===== src/rtl/mux_pkg.sv =====
// Shared defaults and helpers for the mux_2to1 slice.
package mux_pkg;

  localparam int DEFAULT_WIDTH = 1;
  localparam int DEFAULT_CNT_W = 8;

  // All-ones value of a w-bit counter; the select-change counter stops here.
  function automatic int unsigned sat_max(input int w);
    return (w >= 32) ? 32'hFFFF_FFFF : ((32'd1 << w) - 32'd1);
  endfunction

endpackage


===== src/rtl/mux_2to1_if.sv =====
// Data/select bundle of the 2:1 mux plus its registered side-band outputs.
interface mux_2to1_if
  import mux_pkg::*;
#(
  parameter int WIDTH = DEFAULT_WIDTH,
  parameter int CNT_W = DEFAULT_CNT_W
);
  logic [WIDTH-1:0] w0;
  logic [WIDTH-1:0] w1;
  logic             s;
  logic [WIDTH-1:0] f;
  logic [WIDTH-1:0] f_q;
  logic             s_q;
  logic             sel_edge;
  logic [CNT_W-1:0] sel_changes;

  // Driver side: supplies data and select, observes results.
  modport master (
    output w0, w1, s,
    input  f, f_q, s_q, sel_edge, sel_changes
  );

  // Mux side.
  modport slave (
    input  w0, w1, s,
    output f, f_q, s_q, sel_edge, sel_changes
  );
endinterface


===== src/rtl/mux2_core.sv =====
// Pure combinational WIDTH-bit 2:1 selector.
module mux2_core
  import mux_pkg::*;
#(
  parameter int WIDTH = DEFAULT_WIDTH
) (
  input  logic [WIDTH-1:0] w0,
  input  logic [WIDTH-1:0] w1,
  input  logic             s,
  output logic [WIDTH-1:0] f
);

  // Plain ?: so an unknown select propagates the simulator's usual way.
  assign f = s ? w1 : w0;

endmodule


===== src/rtl/mux_2to1.sv =====
// 2:1 mux with zero-latency output, registered copy and select-change tracking.
module mux_2to1
  import mux_pkg::*;
#(
  parameter int WIDTH = DEFAULT_WIDTH,
  parameter int CNT_W = DEFAULT_CNT_W
) (
  input  logic      clk,
  input  logic      rst,
  mux_2to1_if.slave bus
);

  localparam logic [CNT_W-1:0] CNT_MAX = CNT_W'(sat_max(CNT_W));

  logic [WIDTH-1:0] f;
  logic [WIDTH-1:0] fr_d, fr_q;
  logic             sr_d, sr_q;
  logic             edge_d, edge_q;
  logic [CNT_W-1:0] cnt_d, cnt_q;

  mux2_core #(.WIDTH(WIDTH)) u_core (
    .w0 (bus.w0),
    .w1 (bus.w1),
    .s  (bus.s),
    .f  (f)
  );

  // Next-state for the side-band registers; counter saturates instead of wrapping.
  always_comb begin
    fr_d   = f;
    sr_d   = bus.s;
    edge_d = (bus.s != sr_q);
    cnt_d  = cnt_q;
    if (edge_d && (cnt_q != CNT_MAX)) cnt_d = cnt_q + CNT_W'(1);
  end

  // Side-band registers with synchronous clear.
  always_ff @(posedge clk) begin
    if (rst) begin
      fr_q   <= '0;
      sr_q   <= 1'b0;
      edge_q <= 1'b0;
      cnt_q  <= '0;
    end else begin
      fr_q   <= fr_d;
      sr_q   <= sr_d;
      edge_q <= edge_d;
      cnt_q  <= cnt_d;
    end
  end

  assign bus.f           = f;
  assign bus.f_q         = fr_q;
  assign bus.s_q         = sr_q;
  assign bus.sel_edge    = edge_q;
  assign bus.sel_changes = cnt_q;

endmodule


===== src/flat_wrapper.sv =====
// flat-port wrapper written by rule: the top's interface ports become plain ports
module mux_2to1_flat import mux_pkg::*;
#(
  parameter int WIDTH = DEFAULT_WIDTH,
  parameter int CNT_W = DEFAULT_CNT_W
)
  (clk, rst, bus_w0, bus_w1, bus_s, bus_f, bus_f_q, bus_s_q, bus_sel_edge, bus_sel_changes);
  mux_2to1_if #(.WIDTH(WIDTH), .CNT_W(CNT_W)) bus_i ();
  input  logic clk;
  input  logic rst;
  input wire logic [$bits(bus_i.w0)-1:0] bus_w0;
  input wire logic [$bits(bus_i.w1)-1:0] bus_w1;
  input wire logic [$bits(bus_i.s)-1:0] bus_s;
  output wire logic [$bits(bus_i.f)-1:0] bus_f;
  output wire logic [$bits(bus_i.f_q)-1:0] bus_f_q;
  output wire logic [$bits(bus_i.s_q)-1:0] bus_s_q;
  output wire logic [$bits(bus_i.sel_edge)-1:0] bus_sel_edge;
  output wire logic [$bits(bus_i.sel_changes)-1:0] bus_sel_changes;
  assign bus_i.w0 = bus_w0;
  assign bus_i.w1 = bus_w1;
  assign bus_i.s = bus_s;
  assign bus_f = bus_i.f;
  assign bus_f_q = bus_i.f_q;
  assign bus_s_q = bus_i.s_q;
  assign bus_sel_edge = bus_i.sel_edge;
  assign bus_sel_changes = bus_i.sel_changes;
  mux_2to1 #(.WIDTH(WIDTH), .CNT_W(CNT_W)) u_core (.clk(clk), .rst(rst), .bus(bus_i));
endmodule

===== config.mk =====
export PLATFORM = sky130hd
export DESIGN_NAME = mux_2to1_flat
export DESIGN_NICKNAME = d
export VERILOG_FILES = /design/src/rtl/mux_pkg.sv /design/src/rtl/mux_2to1_if.sv /design/src/rtl/mux2_core.sv /design/src/rtl/mux_2to1.sv /design/src/flat_wrapper.sv
export SDC_FILE = /design/constraint.sdc
export NUM_CORES = 1
export LEC_CHECK = 0
export ABC_AREA = 1
export CAP_MARGIN = 20
export CORE_AREA = 2 2 39 41
export CTS_CLUSTER_DIAMETER = 200
export CTS_CLUSTER_SIZE = 10
export DETAILED_ROUTE_END_ITERATION = 16
export DIE_AREA = 0 0 41 43
export DONT_BUFFER_PORTS = 1
export SYNTH_ARGS = -nofsm -noshare
export SYNTH_HDL_FRONTEND = slang
export SYNTH_SLANG_ARGS = --single-unit

===== constraint.sdc =====
create_clock -name clk -period 2.7 [get_ports clk]
set_clock_uncertainty 0.2 [all_clocks]
set_input_delay 0.405 -clock clk [delete_from_list [all_inputs] [get_ports clk]]
set_output_delay 0.405 -clock clk [all_outputs]
set_load 0.03 [all_outputs]

==> reports/qor.csv <==
metric;value;unit
relSlewSlack;70.5;%
totalWireLength;1140;um
status;completed;
max_stage_delay;0.57;ns
p_leak;0.290;nW
final_common_cell;nand2_1;
cts_tree;done;
num_rows;14;
synth.distinct_cells;15;
synth_cells;89;
cp_slowest_cell;dfxtp_1;
ant_nets;0;
p_total;0.000333;W
crit_chain;ha_1, nand2_1, nor2_4, nand2_1, nor2_2, inv_1, nor2_1, nor2_1;
areaGrowthSynthToFinish;8.92;%
fin_crit;1.74;ns
coreArea;1380;sq um
max_freq;575;MHz
tightest_slew;0.442;ns
yosys_warnings;0;
die_h;43;um
worstSetupEndpointType;flip-flop;
layout_common_cells;nand2_1, inv_1, nor2_1, dfxtp_1, nand3_1;
gp_congestion;0.772;
slew_viol_final;0;
dieArea;1760;sq um
maxCapViolCount;0;
finalCritPeriodShare;64.4;%
initial_core_util;42.6;%
drive_above_1_share;10.8;%
synth_seq_cells;11;
worstPathRequired;2.66;ns
drt_first_pass_iters;4;
drtIter0Drc;15;
dp_hpwl;830;um
cp_top_family;flip-flops;
grt.total_usage;15.2;%
ys_seq_area_share;37.4;%
diodes;0;
grt.overflow.total;0;
wl_per_cell;10.4;um
worst-setup-path-type;reg -> reg;
path_max_fanout;5;
setup_tns;0;ns
clk_pin_slew;0.07;ns
cts-root-buf;clkbuf_4;
fillCellCount;147;
grt_pass1_wl;1810;um
numCtsBuffers;3;
num_vias;526;
hold_viol_final;0;
syn_area;589;sq um
drt-vias-per-instance;4.83;
clock_sinks;11;
synth_nets;95;
hp-class;in -> reg;
io_buffers;0;
antenna_found_initial;0;
rsz0062_at_grt;false;
die_w;41;um
dp_slack;0.972;ns
finalNetCount;100;
cp-start-kind;flip-flop;
cts_max_level;1;
vdd_drop_max;0.000264;V
setup_violations;0;
crit_buf_inv;1;
ioPinCount;17;
power.density;519;nW/um^2
cp.arrival;1.70;ns
grt_max_degree;9;
avgSynthCellArea;6.62;sq um
drc_errors;0;
clock_path_buffers;2;
clk_latency;0.26;ns
finalWorstSetupSlack;0.960;ns
grt_pass1_vias;437;
-- per-layer routing --
| layer | vias to the layer above | track usage [%] | part of all wire [%] |
|---|---|---|---|
| li1 | 281 | - | - |
| met1 | 229 | 19.5 | 48 |
| met2 | 14 | 20.9 | 46 |
| met3 | 2 | 6.28 | 5.4 |
| met4 | 0 | 8.00 | 0.53 |
| met5 | - | 0 | 0 |
-- report_power, final --
part	leakage, nW	internal [W]	switching, W	total, W
combinational	0.185	0.0000109	0.0000210	0.0000319
sequential	0.0900	0.000169	0.0000199	0.000189
clock	0.0150	0.0000571	0.0000550	0.000112
-- worst reg2reg max path, delay by kind of cell (launching register included) --
| kind | cells | cell delay (ns) |
|---|---|---|
| adders and majority gates | 1 | 0.26 |
| buffers and inverters | 1 | 0.05 |
| DFF | 1 | 0.57 |
| and+or+nand+nor | 6 | 0.56 |
-- worst paths after layout --
check	startpoint	endpoint	slack [ns]	depth (start not counted)
min reg2reg	u_core.bus.sel_changes[1]$_SDFFE_PP0P_	u_core.bus.sel_changes[1]$_SDFFE_PP0P_	0.45	2
max	u_core.bus.sel_changes[0]$_SDFFE_PP0P_	u_core.bus.sel_changes[6]$_SDFFE_PP0P_	0.96	8
max reg2reg	u_core.bus.sel_changes[0]$_SDFFE_PP0P_	u_core.bus.sel_changes[6]$_SDFFE_PP0P_	0.96	8
min	bus_s	u_core.bus.s_q$_SDFF_PP0_	0.06	2
-- metrics by stage --
stage | util (%) | hold slack (ns) | area [sq um] | cells
floorplan | - | 0.327 | 589 | 89
global placement | 43.8 | 0.276 | 606 | 104
detailed placement | 43.8 | 0.280 | 606 | 104
CTS | 46.4 | 0.0573 | 642 | 109
global route | 46.4 | 0.0593 | 642 | 109
finish | 46.4 | 0.0646 | 642 | 109
-- timing repair --
action	CTS	global route
hold buffers	1	0
resized for setup	0	0
endpoints found under the hold margin	7	0
buffers inserted	0	0
-- registers in the layout, indices dropped and copies added, names as in the netlist --
register,cells
u_core.bus.s_q,1
u_core.bus.sel_changes,8
u_core.bus.f_q,1
u_core.bus.sel_edge,1
-- synth_stat cells --
cell type	number	area share [%]
a21oi_1	6	5.1
nand2_1	26	17
nand3_1	7	5.9
nor2_2	1	1.1
nand4_1	1	1.1
inv_2	1	0.64
inv_1	13	8.3
nand2_4	3	5.7
o21ai_0	3	2.5
nor2_1	12	7.6
xor2_1	1	1.5
dfxtp_1	11	37
clkbuf_1	1	0.64
ha_1	1	2.1
nor2_4	2	3.8
-- cell type report --
class | instances | area [sq um] | share of cell area [%]
multi-input combinational | 63 | 313 | 48.7
sequential | 11 | 220 | 34.3
inverter | 14 | 52.6 | 8.19
clock buffer | 4 | 26.3 | 4.09
tap | 16 | 20.0 | 3.12
timing repair buffer | 1 | 10.0 | 1.56
-- logic make-up (layout without fill, tap and decap cells) --
| logic type | after synthesis | count (layout) | synth area share [%] |
|---|---|---|---|
| compound gates | 9 | 9 | 7.64 |
| xor+xnor | 1 | 1 | 1.49 |
| fa+ha+maj | 1 | 1 | 2.12 |
| buf+inv | 15 | 19 | 9.55 |
| flops | 11 | 11 | 37.4 |
| simple gates | 52 | 52 | 41.8 |
Note: power is estimated with default switching activity, not from simulation.
